$ cat config.mk
export PLATFORM = sky130hd
export DESIGN_NAME = lcd_byte_queue_flat
export DESIGN_NICKNAME = d
export VERILOG_FILES = /design/src/rtl/lcd_pkg.sv /design/src/rtl/lcd_byte_queue_if.sv /design/src/rtl/lcd_sync_fifo.sv /design/src/rtl/lcd_byte_queue.sv /design/src/flat_wrapper.sv
export SDC_FILE = /design/constraint.sdc
export NUM_CORES = 1
export LEC_CHECK = 0
export ABC_CLOCK_PERIOD_IN_PS = 4350
export BUFFER_PORTS_ARGS = -buffer_cell sky130_fd_sc_hd__clkbuf_2
export CAP_MARGIN = 10
export CELL_PAD_IN_SITES_DETAIL_PLACEMENT = 1
export CELL_PAD_IN_SITES_GLOBAL_PLACEMENT = 2
export CORE_ASPECT_RATIO = 2
export CORE_MARGIN = 2
export CORE_UTILIZATION = 25
export CTS_CLUSTER_SIZE = 40
export DETAILED_ROUTE_END_ITERATION = 10
export PLACE_DENSITY_LB_ADDON = 0.1
export RECOVER_POWER = 100
export SLEW_MARGIN = 30
export SYNTH_ARGS = -nofsm -noshare
export SYNTH_HDL_FRONTEND = slang
export SYNTH_HIERARCHICAL = 1
export SYNTH_SLANG_ARGS = --single-unit
$ cat constraint.sdc
create_clock -name clk_i -period 4.35 [get_ports clk_i]
set_clock_uncertainty 0.2 [all_clocks]
set_input_delay 0.435 -clock clk_i [delete_from_list [all_inputs] [get_ports clk_i]]
set_output_delay 0.435 -clock clk_i [all_outputs]
set_load 0.005 [all_outputs]
$ cat src/rtl/lcd_pkg.sv
// rtl/lcd_pkg.sv - shared constants, entry type and queue state encoding for the LCD byte path
package lcd_pkg;

  // dc flag values carried with every queued byte
  localparam logic DC_CMD  = 1'b0;
  localparam logic DC_DATA = 1'b1;

  // PCD8544 command bytes used by the display sequencer
  localparam logic [7:0] FUNC_EXT    = 8'h21;
  localparam logic [7:0] VOP         = 8'h90;
  localparam logic [7:0] FUNC_BASIC  = 8'h20;
  localparam logic [7:0] DISP_NORMAL = 8'h0C;
  localparam logic [7:0] SET_X       = 8'h80;
  localparam logic [7:0] SET_Y       = 8'h40;
  localparam int         SCREEN_BYTES = 504;

  typedef enum logic [1:0] {
    IDLE   = 2'd0,
    STREAM = 2'd1,
    DRAIN  = 2'd2
  } q_state_e;

  // one queue entry: dc flag above the byte
  typedef struct packed {
    logic       dc;
    logic [7:0] data;
  } lcd_entry_t;

endpackage

$ cat src/rtl/lcd_byte_queue_if.sv
// rtl/lcd_byte_queue_if.sv - sequencer-side and SPI-master-side signals of the LCD byte queue
interface lcd_byte_queue_if #(
  parameter int DEPTH_LOG2 = 4,
  parameter int FILL_W     = 10
);
  logic                  wr_en;
  logic                  wr_dc;
  logic [7:0]            wr_data;
  logic                  fill_start;
  logic                  fill_dc;
  logic [7:0]            fill_data;
  logic [FILL_W-1:0]     fill_len;
  logic                  full;
  logic [DEPTH_LOG2:0]   level;
  logic                  overflow;
  logic                  fill_busy;
  logic                  idle;
  logic                  busy;
  logic                  avail;
  logic [7:0]            message;
  logic                  comm;
  logic                  spistart;

  // the environment: sequencer pushes/fills, SPI master reports busy/avail
  modport master (
    output wr_en, wr_dc, wr_data, fill_start, fill_dc, fill_data, fill_len, busy, avail,
    input  full, level, overflow, fill_busy, idle, message, comm, spistart
  );

  // the queue itself
  modport slave (
    input  wr_en, wr_dc, wr_data, fill_start, fill_dc, fill_data, fill_len, busy, avail,
    output full, level, overflow, fill_busy, idle, message, comm, spistart
  );
endinterface

$ cat src/rtl/lcd_sync_fifo.sv
// rtl/lcd_sync_fifo.sv - 9-bit synchronous FIFO with level and a look-ahead head output
module lcd_sync_fifo
  import lcd_pkg::*;
#(
  parameter int DEPTH_LOG2 = 4
) (
  input  logic                clk_i,
  input  logic                rst_ni,
  input  logic                push_i,
  input  logic                pop_i,
  input  lcd_entry_t          wdata_i,
  output lcd_entry_t          next_head_o,
  output logic [DEPTH_LOG2:0] level_o,
  output logic                full_o,
  output logic                empty_o
);
  localparam int DEPTH = 1 << DEPTH_LOG2;

  lcd_entry_t                mem_q [DEPTH];
  logic [DEPTH_LOG2-1:0]     wr_ptr_q, rd_ptr_q, rd_next;
  logic [DEPTH_LOG2:0]       cnt_q, cnt_after_pop;
  logic                      do_push, do_pop;

  assign full_o  = (cnt_q == (DEPTH_LOG2+1)'(DEPTH));
  assign empty_o = (cnt_q == '0);
  assign level_o = cnt_q;
  // a push into a full FIFO is refused even when a pop happens in the same cycle
  assign do_push = push_i && !full_o;
  assign do_pop  = pop_i && !empty_o;

  // head as it will be after this cycle's pop/push, so the caller can register it
  always_comb begin
    rd_next       = rd_ptr_q + DEPTH_LOG2'(do_pop);
    cnt_after_pop = cnt_q - (DEPTH_LOG2+1)'(do_pop);
    next_head_o   = (cnt_after_pop == '0) ? wdata_i : mem_q[rd_next];
  end

  // storage write, no reset needed on the array
  always_ff @(posedge clk_i) begin
    if (do_push) mem_q[wr_ptr_q] <= wdata_i;
  end

  // pointers and occupancy count
  always_ff @(posedge clk_i or negedge rst_ni) begin
    if (!rst_ni) begin
      wr_ptr_q <= '0;
      rd_ptr_q <= '0;
      cnt_q    <= '0;
    end else begin
      if (do_push) wr_ptr_q <= wr_ptr_q + DEPTH_LOG2'(1);
      if (do_pop)  rd_ptr_q <= rd_ptr_q + DEPTH_LOG2'(1);
      case ({do_push, do_pop})
        2'b10:   cnt_q <= cnt_q + (DEPTH_LOG2+1)'(1);
        2'b01:   cnt_q <= cnt_q - (DEPTH_LOG2+1)'(1);
        default: cnt_q <= cnt_q;
      endcase
    end
  end
endmodule

$ cat src/rtl/lcd_byte_queue.sv
// rtl/lcd_byte_queue.sv - elastic {dc,byte} queue with fill engine feeding the PCD8544 SPI master
module lcd_byte_queue
  import lcd_pkg::*;
#(
  parameter int DEPTH_LOG2 = 4,
  parameter int FILL_W     = 10
) (
  input  logic              clk_i,
  input  logic              rst_ni,
  lcd_byte_queue_if.slave   bus
);
  q_state_e            state_q, state_d;
  logic [FILL_W-1:0]   fill_cnt_q, fill_cnt_d;
  logic                fill_busy_q, fill_busy_d;
  lcd_entry_t          fill_ent_q, fill_ent_d;
  logic                overflow_q, overflow_d;
  logic [7:0]          message_q, message_d;
  logic                comm_q, comm_d;

  logic                fifo_push, fifo_pop, fifo_full, fifo_empty;
  lcd_entry_t          fifo_wdata, fifo_next_head;
  logic [DEPTH_LOG2:0] fifo_level;

  lcd_sync_fifo #(.DEPTH_LOG2(DEPTH_LOG2)) u_fifo (
    .clk_i       (clk_i),
    .rst_ni      (rst_ni),
    .push_i      (fifo_push),
    .pop_i       (fifo_pop),
    .wdata_i     (fifo_wdata),
    .next_head_o (fifo_next_head),
    .level_o     (fifo_level),
    .full_o      (fifo_full),
    .empty_o     (fifo_empty)
  );

  // write-side arbitration: fill engine owns the FIFO input while busy, else sequencer pushes
  always_comb begin
    fill_cnt_d  = fill_cnt_q;
    fill_busy_d = fill_busy_q;
    fill_ent_d  = fill_ent_q;
    overflow_d  = overflow_q;
    fifo_push   = 1'b0;
    fifo_wdata  = '{dc: bus.wr_dc, data: bus.wr_data};
    if (fill_busy_q) begin
      fifo_wdata = fill_ent_q;
      if (!fifo_full) begin
        fifo_push   = 1'b1;
        fill_cnt_d  = fill_cnt_q - FILL_W'(1);
        fill_busy_d = (fill_cnt_q != FILL_W'(1));
      end
    end else begin
      fifo_push = bus.wr_en && !fifo_full;
      if (bus.fill_start && (bus.fill_len != '0)) begin
        fill_cnt_d  = bus.fill_len;
        fill_busy_d = 1'b1;
        fill_ent_d  = '{dc: bus.fill_dc, data: bus.fill_data};
      end
    end
    if (bus.wr_en && (fifo_full || fill_busy_q)) overflow_d = 1'b1;
  end

  // queue FSM: stream while entries exist, then wait out the last SPI byte before idling
  always_comb begin
    state_d  = state_q;
    fifo_pop = 1'b0;
    case (state_q)
      IDLE: begin
        if (!fifo_empty || fifo_push) state_d = STREAM;
      end
      STREAM: begin
        if (bus.avail && !fifo_empty) begin
          fifo_pop = 1'b1;
          if ((fifo_level == (DEPTH_LOG2+1)'(1)) && !fifo_push) state_d = DRAIN;
        end
      end
      DRAIN: begin
        if (!bus.busy) state_d = IDLE;
      end
      default: state_d = IDLE;
    endcase
  end

  // load the post-update head whenever the next cycle streams, giving one-cycle push latency
  always_comb begin
    message_d = message_q;
    comm_d    = comm_q;
    if (state_d == STREAM) begin
      message_d = fifo_next_head.data;
      comm_d    = fifo_next_head.dc;
    end
  end

  // state, fill engine and output registers
  always_ff @(posedge clk_i or negedge rst_ni) begin
    if (!rst_ni) begin
      state_q     <= IDLE;
      fill_cnt_q  <= '0;
      fill_busy_q <= 1'b0;
      fill_ent_q  <= '0;
      overflow_q  <= 1'b0;
      message_q   <= 8'h00;
      comm_q      <= 1'b0;
    end else begin
      state_q     <= state_d;
      fill_cnt_q  <= fill_cnt_d;
      fill_busy_q <= fill_busy_d;
      fill_ent_q  <= fill_ent_d;
      overflow_q  <= overflow_d;
      message_q   <= message_d;
      comm_q      <= comm_d;
    end
  end

  assign bus.message   = message_q;
  assign bus.comm      = comm_q;
  assign bus.spistart  = (state_q == STREAM);
  assign bus.full      = fifo_full || fill_busy_q;
  assign bus.level     = fifo_level;
  assign bus.overflow  = overflow_q;
  assign bus.fill_busy = fill_busy_q;
  assign bus.idle      = (state_q == IDLE) && fifo_empty && !fill_busy_q && !bus.busy;
endmodule

$ cat src/flat_wrapper.sv
// flat-port wrapper written by rule: the top's interface ports become plain ports
module lcd_byte_queue_flat import lcd_pkg::*;
#(
  parameter int DEPTH_LOG2 = 4,
  parameter int FILL_W     = 10
)
  (clk_i, rst_ni, bus_wr_en, bus_wr_dc, bus_wr_data, bus_fill_start, bus_fill_dc, bus_fill_data, bus_fill_len, bus_busy, bus_avail, bus_full, bus_level, bus_overflow, bus_fill_busy, bus_idle, bus_message, bus_comm, bus_spistart);
  lcd_byte_queue_if #(.DEPTH_LOG2(DEPTH_LOG2), .FILL_W(FILL_W)) bus_i ();
  input  logic clk_i;
  input  logic rst_ni;
  input wire logic [$bits(bus_i.wr_en)-1:0] bus_wr_en;
  input wire logic [$bits(bus_i.wr_dc)-1:0] bus_wr_dc;
  input wire logic [$bits(bus_i.wr_data)-1:0] bus_wr_data;
  input wire logic [$bits(bus_i.fill_start)-1:0] bus_fill_start;
  input wire logic [$bits(bus_i.fill_dc)-1:0] bus_fill_dc;
  input wire logic [$bits(bus_i.fill_data)-1:0] bus_fill_data;
  input wire logic [$bits(bus_i.fill_len)-1:0] bus_fill_len;
  input wire logic [$bits(bus_i.busy)-1:0] bus_busy;
  input wire logic [$bits(bus_i.avail)-1:0] bus_avail;
  output wire logic [$bits(bus_i.full)-1:0] bus_full;
  output wire logic [$bits(bus_i.level)-1:0] bus_level;
  output wire logic [$bits(bus_i.overflow)-1:0] bus_overflow;
  output wire logic [$bits(bus_i.fill_busy)-1:0] bus_fill_busy;
  output wire logic [$bits(bus_i.idle)-1:0] bus_idle;
  output wire logic [$bits(bus_i.message)-1:0] bus_message;
  output wire logic [$bits(bus_i.comm)-1:0] bus_comm;
  output wire logic [$bits(bus_i.spistart)-1:0] bus_spistart;
  assign bus_i.wr_en = bus_wr_en;
  assign bus_i.wr_dc = bus_wr_dc;
  assign bus_i.wr_data = bus_wr_data;
  assign bus_i.fill_start = bus_fill_start;
  assign bus_i.fill_dc = bus_fill_dc;
  assign bus_i.fill_data = bus_fill_data;
  assign bus_i.fill_len = bus_fill_len;
  assign bus_i.busy = bus_busy;
  assign bus_i.avail = bus_avail;
  assign bus_full = bus_i.full;
  assign bus_level = bus_i.level;
  assign bus_overflow = bus_i.overflow;
  assign bus_fill_busy = bus_i.fill_busy;
  assign bus_idle = bus_i.idle;
  assign bus_message = bus_i.message;
  assign bus_comm = bus_i.comm;
  assign bus_spistart = bus_i.spistart;
  lcd_byte_queue #(.DEPTH_LOG2(DEPTH_LOG2), .FILL_W(FILL_W)) u_core (.clk_i(clk_i), .rst_ni(rst_ni), .bus(bus_i));
endmodule
After elaboration in Yosys (flattened, before gate mapping)
Memories as Yosys holds them, arrays and structs flattened.
Cells that the tools add are included.
{ "word_totals": {"regBits": 45, "ram_bits": 144, "input_bits": 34, "output_inout_bits": 19, "elab_cells": 74, "mem_count": 1} }
{ "op_classes": {"addsub": 7, "eq_ne": 9, "muxes": 20, "bitwise_logic": 1, "n_reduce_logical": 25} }
{ "memory_table": {"columns": ["name", "depth", "word_bits", "rd", "rd_clocked_by_memory_dff", "wr", "line_no", "rtl"], "rows": [
  ["u_core.u_fifo.mem_q", 16, 9, 1, 0, 1, "lcd_sync_fifo.sv:19", "lcd_entry_t mem_q [DEPTH];"]
]} }
{ "op_table": {"columns": ["op", "n"], "rows": [
  ["$mux 10", 3],
  ["$mux 9", 2],
  ["$logic_and 1x1->1", 10],
  ["$logic_not 5->1", 2],
  ["$ne 10x1->1 const B", 1],
  ["$pmux 5 s2", 1],
  ["$reduce_bool 10->1", 1],
  ["$sub 10x1->10 const B", 1],
  ["$mux 1", 9],
  ["$add 4x1->4 const B", 2],
  ["$mux 2", 4],
  ["$eq 2x1->1 const B", 3],
  ["$pmux 2 s3", 1],
  ["$add 5x1->5 const B", 1],
  ["$eq 5x1->1 const B", 1],
  ["$eq 5x5->1 const B", 1],
  ["$logic_not 1->1", 5],
  ["$sub 5x1->5", 1],
  ["$sub 5x1->5 const B", 1],
  ["$add 4x1->4", 1],
  ["$eq 2x2->1 const B", 2],
  ["$reduce_and 2->1", 2],
  ["$reduce_bool 2->1", 2],
  ["$logic_not 2->1", 1],
  ["3 further kinds", 4]
]} }

Depth between registers and ports, before layout
Gate-level depths: netlist (run 1).
{ "logic_depth": {"word_depth": 10, "ltp_mapped": 16, "mapped_depth_nobuf": 14} }

By module
The synthesis (run 1) kept the hierarchy.
{ "by_module_without_submodules": {"columns": ["mod", "instances", "cells_each", "area_each_um2", "seq_area_each_um2"], "rows": [
  ["lcd_sync_fifo", 1, 449, 6598.8, 4649.5],
  ["lcd_byte_queue", 1, 166, 1760.4, 800.8]
]} }

Worst setup path before layout (run 1)
Ideal clock, no wire load.
{ "synth_path": {"kind": "reg-to-reg", "start": "register u_core.u_fifo.cnt_q[0] (netlist: u_core/u_fifo/level_o[0])", "end": "register u_core.message_q[5] (netlist: u_core/bus.message[5])", "setup_ns": 0.128, "arrival_ns": 2.989, "required_ns": 4.022, "slack_ns": 1.033, "stages_incl_launch_ff": 16, "path_buffers": 4, "period_less_slack_ns": 3.317, "cell_sequence": "dfrtp_1 -> nor3_1 -> and2_1 -> nor3b_1 -> nor2b_1 -> clkbuf_1 -> ha_1 -> ha_1 -> clkbuf_1 -> buf_4 -> buf_4 -> mux2i_1 -> a22oi_1 -> a32oi_1 -> nand2_1 -> mux2_1"} }
{ "synth_lines": {"columns": ["item", "line_no", "rtl"], "rows": [
  ["from (decl)", "lcd_sync_fifo.sv:21", "logic [DEPTH_LOG2:0] cnt_q, cnt_after_pop;"],
  ["from (signal assigned)", "lcd_sync_fifo.sv:53", "2'b10: cnt_q <= cnt_q + (DEPTH_LOG2+1)'(1);"],
  ["from (signal assigned)", "lcd_sync_fifo.sv:54", "2'b01: cnt_q <= cnt_q - (DEPTH_LOG2+1)'(1);"],
  ["from (signal assigned)", "lcd_sync_fifo.sv:55", "default: cnt_q <= cnt_q;"],
  ["to (signal assigned)", "lcd_byte_queue.sv:109", "message_q <= message_d;"],
  ["to (decl)", "lcd_byte_queue.sv:17", "logic [7:0] message_q, message_d;"]
]} }

==> results of run 1 <==
cells in the mapped netlist, drive strengths merged, types with 11 or more instances:
library cell	instances
a22oi	18
a32oi	17
buf	25
clkbuf	11
dfrtp	45
edfxtp	144
ha	14
inv	15
mux2	28
mux2i	50
nand2	80
nand3	26
nor2	31
o21ai	14
area by class of cell:
type                            instances  area [um2]
Clock inverter                         15         173
Clock buffer                           17         425
Inverter                               15        56.3
Multi-Input combinational cell        375        2670
Sequential cell                       189        5450
Fill cell                            3608       23100
Tap cell                              432         541
Timing Repair Buffer                   92         500
how the worst max path moves through the flow:
stage	startpoint	to	slack (ns)
final	u_core/u_fifo/level_o[0]	u_core/bus.comm	0.57
after global routing	u_core/bus.fill_busy	u_core/fill_cnt_q[5]	0.26
after CTS	u_core/u_fifo/level_o[0]	u_core/bus.message[7]	0.60
after detailed placement	u_core/u_fifo/level_o[0]	u_core/bus.message[5]	0.64
after global placement	u_core/u_fifo/level_o[0]	u_core/bus.message[3]	0.71
after floorplan	u_core/u_fifo/level_o[0]	u_core/bus.message[5]	1.03
worst max-delay path, stage by stage, from the launching register on:
cell	delay [ns]
dfrtp_1	0.47
nor3_1	0.11
and2_0	0.21
nor3b_1	0.20
nor2b_1	0.20
clkbuf_1	0.30
ha_1	0.23
xnor2_1	0.11
and4b_1	0.58
nand2b_1	0.47
nand4b_1	0.22
nand2_1	0.06
mux2_1	0.29
timing repair:
action | CTS | global route
hold buffers | 9 | 0
setup endpoints to repair | 0 | 0
hold endpoints to repair | 53 | 0
metrics by stage:
step	area (um2)	hold slack (ns)	power, mW
2_1_floorplan	8360	-0.0606	5.54
3_3_place_gp	9230	0.246	7.01
3_5_place_dp	9230	0.252	7.10
4_1_cts	9920	0.00572	8.72
5_1_grt	9810	0.0190	9.03
6_report	9810	0.0309	8.43
sequential cells by signal (all words and copies together), names as in the netlist:
name,count
u_core/u_fifo/mem_q,144
u_core/fill_cnt_q,10
u_core/u_fifo/wr_ptr_q,4
u_core/state_q,2
u_core/u_fifo/level_o,5
u_core/bus.message,8
u_core/u_fifo/rd_ptr_q,4
u_core/bus.comm,1
u_core/bus.overflow,1
u_core/fill_ent_q,9
u_core/bus.fill_busy,1
kinds of logic (layout without fill, tap and decap cells):
logic type,count (synthesis),after routing,share of synthesized area
and+or+nand+nor,198,198,0.117
DFF,189,189,0.652
muxes,78,78,0.0976
AOI/OAI and AO/OA,70,70,0.0636
buffers and inverters,51,139,0.0307
adders and majority gates,15,15,0.0234
xor gates and xnor gates,14,14,0.0156
power by group:
| group | total [mW] | switching [mW] | leakage [nW] | internal (mW) |
|---|---|---|---|---|
| combinational | 3.77 | 2.45 | 1.46 | 1.33 |
| clock | 1.58 | 0.761 | 0.292 | 0.822 |
| sequential | 3.07 | 0.284 | 1.84 | 2.79 |
per-layer routing:
layer,part of all wire,up-vias,global-route usage,wire (um)
met1,0.36,2698,0.143,8750
met4,0.026,0,0.0615,645
met5,0,-,0,0
met3,0.019,29,0.0212,456
met2,0.60,73,0.291,14600
li1,-,2434,-,-
==> qor.yml, run 1 <==
status: "complete, but fails checks"
violations: "max-capacitance violations, max-slew violations"
holdPathEnd: "u_core/fill_ent_q[1]"
grt_max_degree: 46
clock.fmax_ghz: 0.265
gp_congestion: 0.766
nets: 739
start_kind: "flop"
yosys.area.top_type_share: 0.517
num_vias: 5234
postCtsResizedCells: 0
reg2regPathDepth: 12
grt_remaining_overflow: 0
cts_tree: "built"
min_path_cells: 2
final_cells: 1135
place_hpwl_mm: 17.8
min_from: "bus_fill_data[1]"
dp.cells: 1094
synth_warnings: 6
slew-limit-headroom: -0.938
synth_ff_type: "edfxtp_1"
clk_pin_slew_ns: 0.07
via_per_inst: 4.61
insertion_delay_ns: 0.45
required_ns: 4.48
period_minus_slack_ns: 3.78
syn2layout_area_growth_pct: 17.4
hold_class: "input pin to flop"
yosysSeqAreaShare: 0.652
cts.sinks: 189
ctsRootBufferMaster: "clkbuf_16"
setup_viol: 0
power_density_nw_per_um2: 859
vdd_ir_drop_max_v: 0.000378
post-route-period-util: 0.868
post-route-util: 0.298
setup_ws_ns: 0.573
cp.arrival_ns: 3.91
crit_path_end_kind: "flop"
place_ws_ns: 0.642
drc_errors: 0
synth_cell_types: 58
p_leak_nw: 3.60
drv_slew: 86
numPortBuffers: 52
std_cell_rows: 94
path_class: "flop to flop"
rsz0062_at_grt: "no"
maxCapViolations: 2
drive_above_1_share: 0.148
avgRoutedWirePerCell_um: 21.6
grt_pass1_vias: 5802
finalSetupTns_ns: 0
cp_max_fo: 11
numCtsBuffers: 17
synth-seq-cells: 189
synth_cells: 615
final_cell_mix: "edfxtp_1 (144), nand2_1 (80), mux2i_1 (50), dfrtp_1 (45), clkbuf_2 (39)"
antenna_found_initial: 0
async_flop_share: 0.238
fp.dieW_um: 133
mostFrequentLayoutCell: "edfxtp_1"
synth_edf_count: 144
grt_first_pass_wirelength_mm: 36.7
postRouteAntennaNets: 0
synth_area_leader_cell: "edfxtp_1"
drtIter0Drc: 236
die-height_um: 263
hold_viol_final: 0
dr.pass1.iters: 4
synth_area_per_cell_um2: 13.6
syn_area_um2: 8360
rr_startpoint: "u_core/u_fifo/level_o[0]"
synthTopCellsByArea: "edfxtp_1 (52%), dfrtp_1 (13%), mux2i_1 (6.0%)"
post_cts_buffers: 0
tightestPinTransition_ns: 2.91
clockBufferDepth: 2
grt_usage: 0.145
dieArea_um2: 35000
ctsHtreeMaxLevel: 4
num_antenna_cells: 0
r2r_end: "u_core/bus.comm"
syn_nets: 664
io_pins: 53
wirelength_mm: 24.5
start_util: 0.254
r2r_setup_slack_ns: 0.57
core_um2: 32900
No activity file was read; power rests on OpenSTA's default activity.
==> run 2: changes to the inputs <==
--- a/config.mk
+++ b/config.mk
@@ -5,7 +5,7 @@
 export SDC_FILE = /design/constraint.sdc
 export NUM_CORES = 1
 export LEC_CHECK = 0
-export ABC_CLOCK_PERIOD_IN_PS = 4350
+export ABC_CLOCK_PERIOD_IN_PS = 4400
 export BUFFER_PORTS_ARGS = -buffer_cell sky130_fd_sc_hd__clkbuf_2
 export CAP_MARGIN = 10
 export CELL_PAD_IN_SITES_DETAIL_PLACEMENT = 1
==> constraint.sdc (replaced) <==
create_clock -name clk_i -period 4.4 [get_ports clk_i]
set_clock_uncertainty 0.2 [all_clocks]
set_input_delay 0.44 -clock clk_i [delete_from_list [all_inputs] [get_ports clk_i]]
set_output_delay 0.44 -clock clk_i [all_outputs]
set_load 0.005 [all_outputs]
==> run 2 against run 1 <==
Against the previous run: the run still ends with max-capacitance violations, max-slew violations left; highest routed layer unchanged; sequential share of layout area rose by 0.33 points; register-to-register slack gained 0.03 ns; total power shrank 0.70%; final cell count is 0.44% lower; global-route usage up 0.60 points; non-clock buffer count shrank 5; maximum frequency decreased by 0.63%; critical path depth unchanged; count of clock-buffer cells in the layout increased by 1; sequential cell count did not move; via count decreased by 0.50%; critical path type unchanged; first-iteration DRC count grew 15%.
==> qor.yml, run 2 (same netlist as run 1, synthesis figures left out) <==
status: "complete, but fails checks"
violations: "max-capacitance violations, max-slew violations"
min_path_cells: 2  # unchanged
reg2regPathDepth: 12  # unchanged
internal_power_mw: 4.96  # +0.58%
swShare: 0.407  # -0.00755
std_cell_rows: 94  # unchanged
cp.arrival_ns: 3.92  # about the same
clock.fmax_ghz: 0.263  # -0.63%
grt_remaining_overflow: 0  # unchanged
largest_reg_flops: 144  # unchanged
tightestPinTransition_ns: 2.91  # -0.000311 ns
p_leak_nw: 3.56  # -0.96%
drive_above_1_share: 0.142  # -0.00610
numCtsBuffers: 17  # unchanged
largestRegisters: "u_core/u_fifo/mem_q x144, u_core/fill_cnt_q x10, u_core/fill_ent_q x9"
pwr-share-clk: 0.190  # +0.002
hold_slack_ns: 0.0296  # -0.00126 ns
combPwrFrac: 0.447  # about the same
slew-limit-headroom: -0.938  # about the same
numPortBuffers: 52  # unchanged
crit_path_end_kind: "flop"
hold_viol_final: 0  # unchanged
top_register: "u_core/u_fifo/mem_q"
seqPwrFrac: 0.364  # about the same
start_util: 0.254  # unchanged
r2r_end: "u_core/bus.message[7]"
insertion_delay_ns: 0.44  # about the same
finalSetupTns_ns: 0  # unchanged
grt_first_pass_wirelength_mm: 38.1  # +3.9%
clockBufferDepth: 2  # unchanged
cts.sinks: 189  # unchanged
drtIter0Drc: 272  # +15%
drv_slew: 86  # unchanged
syn2layout_area_growth_pct: 16.7
post-route-util: 0.296  # -0.00178
min_from: "bus_fill_dc"
post-route-period-util: 0.864  # -0.00440
dr.pass1.iters: 6  # +2
wirelength_mm: 25.2  # +3.0%
holdPathEnd: "u_core/fill_ent_q[8]"
hold_class: "input pin to flop"
mostFrequentLayoutCell: "edfxtp_1"
rsz0062_at_grt: "no"
start_kind: "flop"
rr_startpoint: "u_core/u_fifo/level_o[0]"
period_minus_slack_ns: 3.80  # +0.0241 ns
drc_errors: 0  # unchanged
cp_max_fo: 11  # unchanged
nets: 734  # -0.68%
n_fill_cell: 3627  # +0.53%
r2r_setup_slack_ns: 0.60  # +0.03 ns
post_cts_buffers: 0  # unchanged
vdd_ir_drop_max_v: 0.000319  # -16%
dieArea_um2: 35000  # unchanged
grt_pass1_vias: 5944  # +2.4%
setup_viol: 0  # unchanged
postCtsResizedCells: 0  # unchanged
ctsRootBufferMaster: "clkbuf_16"
path_class: "flop to flop"
antenna_found_initial: 0  # unchanged
total_power_mw: 8.37  # -0.70%
num_vias: 5208  # -0.50%
io_pins: 53  # unchanged
cts_tree: "built"
clk_pin_slew_ns: 0.07  # about the same
final_cell_mix: "edfxtp_1 (144), nand2_1 (80), mux2i_1 (50), dfrtp_1 (45)"
fp.dieW_um: 133  # unchanged
required_ns: 4.52  # +0.04 ns
place_hpwl_mm: 18.4  # +3.5%
power_density_nw_per_um2: 858  # -0.10%
die-height_um: 263  # unchanged
ctsHtreeMaxLevel: 4  # unchanged
p_sw_mw: 3.40  # -2.5%
core_um2: 32900  # unchanged
num_antenna_cells: 0  # unchanged
avgRoutedWirePerCell_um: 22.3  # +3.5%
grt_usage: 0.151  # +0.00595
gp_congestion: 0.786  # +2.6%
grt_max_degree: 46  # unchanged
postRouteAntennaNets: 0  # unchanged
maxCapViolations: 2  # unchanged
via_per_inst: 4.61  # about the same
==> run 2: changes by cell type in the layout (fill, tap and decap cells not counted), sizes merged, moves of 2 or more <==
cell | before | now
dlygate4sd3 | 9 | 3
inv | 24 | 18
bufinv | 1 | 3
clkinv | 4 | 6
==> run 2: repair_timing <==
action	4_1_cts	5_1_grt
hold buffers	3	0
setup endpoints to repair	0	0
endpoints found under the hold margin	47	0
==> run 2: through the flow <==
| stage | setup WS [ns] | instances | cell area [um2] |
|---|---|---|---|
| after floorplan | 1.08 | 615 | 8360 |
| after global placement | 0.611 | 1095 | 9240 |
| after detailed placement | 0.591 | 1095 | 9240 |
| after CTS | 0.563 | 1130 | 9860 |
| after global routing | 0.259 | 1130 | 9750 |
| final | 0.599 | 1130 | 9750 |
==> run 2: final cells by class <==
type	count	area, um2	area share
Sequential cell	189	5450	0.559
Multi-Input combinational cell	375	2670	0.273
Tap cell	432	541	0.0554
Timing Repair Buffer	87	445	0.0457
Clock buffer	18	429	0.0440
Clock inverter	14	165	0.0169
Inverter	15	56.3	0.00577
==> run 2: worst max path at each step <==
stage	from	end	slack, ns	depth (start not counted)
global placement	u_core/u_fifo/level_o[0]	u_core/bus.comm	0.61	12
CTS	u_core/u_fifo/level_o[0]	u_core/bus.comm	0.56	12
detailed placement	u_core/u_fifo/level_o[0]	u_core/bus.comm	0.59	12
floorplan	u_core/u_fifo/level_o[0]	u_core/bus.message[5]	1.08	15
finish	u_core/u_fifo/level_o[0]	u_core/bus.message[7]	0.60	12
global route	u_core/u_fifo/level_o[0]	u_core/bus.message[7]	0.26	12
==> run 2: worst max-delay path, cell delays in order (launching register included) <==
cell	delay, ns
dfrtp_1	0.47
nor3_1	0.11
and2_0	0.21
nor3b_1	0.19
nor2b_1	0.21
clkbuf_1	0.33
ha_1	0.24
xnor2_1	0.11
and4b_1	0.57
nand2b_1	0.48
a31o_2	0.20
o21ai_0	0.07
mux2_1	0.30
==> run 2: power by group through the flow <==
stage          Sequential [mW]  Clock, mW  Combinational (mW)
2_1_floorplan             2.95          0                2.53
3_3_place_gp              3.06          0                3.87
3_5_place_dp              3.08          0                3.94
4_1_cts                   3.05       1.65                3.95
5_1_grt                   3.11       1.71                4.15
6_report                  3.04       1.59                3.74
==> run 2: per-layer routing <==
metal	up-vias	share of wire	track usage
li1	2428	-	-
met1	2657	0.35	0.145
met2	86	0.58	0.300
met3	37	0.019	0.0233
met4	0	0.048	0.0779
met5	-	0	0
==> run 3: changes to the inputs <==
--- a/config.mk
+++ b/config.mk
@@ -15,6 +15,7 @@
 export CORE_UTILIZATION = 25
 export CTS_CLUSTER_SIZE = 40
 export DETAILED_ROUTE_END_ITERATION = 10
+export GPL_TIMING_DRIVEN = 0
 export PLACE_DENSITY_LB_ADDON = 0.1
 export RECOVER_POWER = 100
 export SLEW_MARGIN = 30
==> run 3 against run 2 <==
Against the previous run: the run still ends with max-capacitance violations, max-slew violations left; non-clock buffer count grew 12; sequential cell count is the same; critical path depth grew 2; utilization grew 0.42 points; total power grew 3.3%; largest cell class unchanged.
==> qor.yml, run 3 (same netlist as run 1, synthesis figures left out) <==
status: "complete, but fails checks"
violations: "max-capacitance violations, max-slew violations"
place_hpwl_mm: 18.6  # +1.2%
power_density_nw_per_um2: 874  # +1.8%
postRouteAntennaNets: 0  # unchanged
internal_power_mw: 5.10  # +2.7%
swShare: 0.410  # +0.00348
post-route-period-util: 0.928  # +0.0644
num_vias: 5246  # +0.73%
vdd_ir_drop_max_v: 0.000297  # -6.8%
start_kind: "flop"
die-height_um: 263  # unchanged
total_power_mw: 8.64  # +3.3%
dieArea_um2: 35000  # unchanged
required_ns: 4.53  # about the same
tightestPinTransition_ns: 2.25  # -0.654 ns
gp_congestion: 0.776  # -1.3%
rsz0062_at_grt: "no"
cp_max_fo: 9  # -2
drtIter0Drc: 200  # -26%
seqPwrFrac: 0.346  # -0.018
hold_slack_ns: 0.0294  # -0.000242 ns
largest_reg_flops: 144  # unchanged
grt_remaining_overflow: 0  # unchanged
n_fill_cell: 3625  # -0.055%
setup_ws_ns: 0.316  # -0.284 ns
mostFrequentLayoutCell: "edfxtp_1"
largestRegisters: "u_core/u_fifo/mem_q x144, u_core/fill_cnt_q x10, u_core/fill_ent_q x9"
dr.pass1.iters: 4  # -2
clk_pin_slew_ns: 0.07  # about the same
post_cts_buffers: 0  # unchanged
std_cell_rows: 94  # unchanged
numCtsBuffers: 17  # unchanged
drive_above_1_share: 0.163  # +0.0215
cp.arrival_ns: 4.21  # +0.29 ns
maxCapViolations: 2  # unchanged
drv_slew: 43  # -50%
setup_viol: 0  # unchanged
crit_chain: "nor3_1, and2_2, nor3b_1, nor2b_1, clkbuf_1, ha_1, ha_2, xnor2_1, and2_1, clkbuf_2, a22oi_1, a32oi_1, nand2_1, mux2_1"
wl_met1_mm: 8.28  # -6.2%
reg2regPathDepth: 14  # +2
top_register: "u_core/u_fifo/mem_q"
ctsHtreeMaxLevel: 4  # unchanged
pwr-share-clk: 0.200  # +0.010
grt_usage: 0.149  # -0.00161
grt_first_pass_wirelength_mm: 37.5  # -1.6%
nets: 746  # +1.6%
hold_class: "input pin to flop"
place_ws_ns: -0.218  # -0.809 ns
slew-limit-headroom: -0.502  # +0.436
dr_wl_met3_um: 515  # +5.7%
hold_viol_final: 0  # unchanged
p_sw_mw: 3.54  # +4.1%
drc_errors: 0  # unchanged
start_util: 0.254  # unchanged
ctsRootBufferMaster: "clkbuf_16"
num_antenna_cells: 0  # unchanged
clock.fmax_ghz: 0.245  # -6.9%
core_um2: 32900  # unchanged
grt_pass1_vias: 5889  # -0.93%
fp.dieW_um: 133  # unchanged
final_cell_mix: "edfxtp_1 (144), nand2_1 (80), mux2i_1 (50), dfrtp_1 (45), clkbuf_2 (42)"
finalSetupTns_ns: 0  # unchanged
insertion_delay_ns: 0.44  # about the same
highest_layer: "met4"
clockBufferDepth: 2  # unchanged
dr_wl_met2_mm: 15.5  # +5.5%
combPwrFrac: 0.454  # +0.007
antenna_found_initial: 0  # unchanged
path_class: "flop to flop"
min_path_cells: 2  # unchanged
crit_path_end_kind: "flop"
io_pins: 53  # unchanged
wirelength_mm: 25.0  # -1.0%
max_stage_delay_ns: 0.51  # -0.06 ns
critPathSlowestCell: "xnor2_1"
p_leak_nw: 3.65  # +2.4%
cts_tree: "built"
avgRoutedWirePerCell_um: 21.9  # -2.1%
numPortBuffers: 52  # unchanged
via_per_inst: 4.59  # -0.33%
period_minus_slack_ns: 4.08  # +0.284 ns
r2r_setup_slack_ns: 0.32  # -0.28 ns
post-route-util: 0.300  # +0.00418
cts.sinks: 189  # unchanged
grt_max_degree: 33  # -28%
syn2layout_area_growth_pct: 18.3
## run 3: changes by cell type in the layout (fill, tap and decap cells not counted), sizes merged
| cell | previous run | this run |
|---|---|---|
| clkinv | 6 | 3 |
| inv | 18 | 21 |
| dlygate4sd3 | 3 | 8 |
| bufinv | 3 | 5 |
| clkinvlp | 2 | 1 |
| buf | 11 | 19 |
| clkbuf | 91 | 89 |
## run 3: critical path, delay by kind of cell, from the launching register on
family          cells  cell delay [ns]
simple gates        6             1.00
compound gates      2             0.60
flops               1             0.48
buf+inv             2             0.42
fa+ha+maj           2             0.45
xor+xnor            1             0.51
mux                 1             0.29
## run 3: what timing repair did
action                                  CTS  global route
endpoints found under the hold margin    52             0
gates resized for setup                   1             2
endpoints found under the setup margin    8             3
hold buffers                              8             0
## run 3: power by group through the flow
stage               Sequential, mW  Clock [mW]  Combinational [mW]
detailed placement            3.03           0                4.14
global placement              3.00           0                4.01
global route                  3.05        1.85                4.33
floorplan                     2.95           0                2.53
CTS                           2.99        1.79                4.16
finish                        2.99        1.73                3.92
## run 3: path summary, 6_finish.rpt
| path | end | startpoint |
|---|---|---|
| max | u_core/bus.message[0] | u_core/u_fifo/level_o[0] |
| max in group asynchronous | u_core/fill_ent_q[2] | rst_ni |
| min in group asynchronous | u_core/u_fifo/level_o[2] | rst_ni |
| min | u_core/bus.overflow | bus_wr_en |
| max reg2reg | u_core/bus.message[0] | u_core/u_fifo/level_o[0] |
| min reg2reg | u_core/bus.message[7] | u_core/bus.message[7] |
## run 3: routing by layer
metal,GRT usage,up-vias
met1,0.136,2689
met4,0.0589,0
met2,0.312,86
met5,0,-
met3,0.0255,23
li1,-,2448
## run 3: layout make-up
type / instances / area (um2) / area share
buffer: 35 / 191 / 0.0194
clock buffer: 17 / 425 / 0.0430
clock inverter: 15 / 229 / 0.0231
inverter: 15 / 56.3 / 0.00569
multi-input combinational: 375 / 2660 / 0.269
sequential: 189 / 5450 / 0.551
tap: 432 / 541 / 0.0546
timing repair buffer: 64 / 340 / 0.0344
## run 3: stage by stage
stage          std cells  area, um2
2_1_floorplan        615       8360
3_3_place_gp        1099       9160
3_5_place_dp        1103       9240
4_1_cts             1142       9970
5_1_grt             1142       9890
6_report            1142       9890
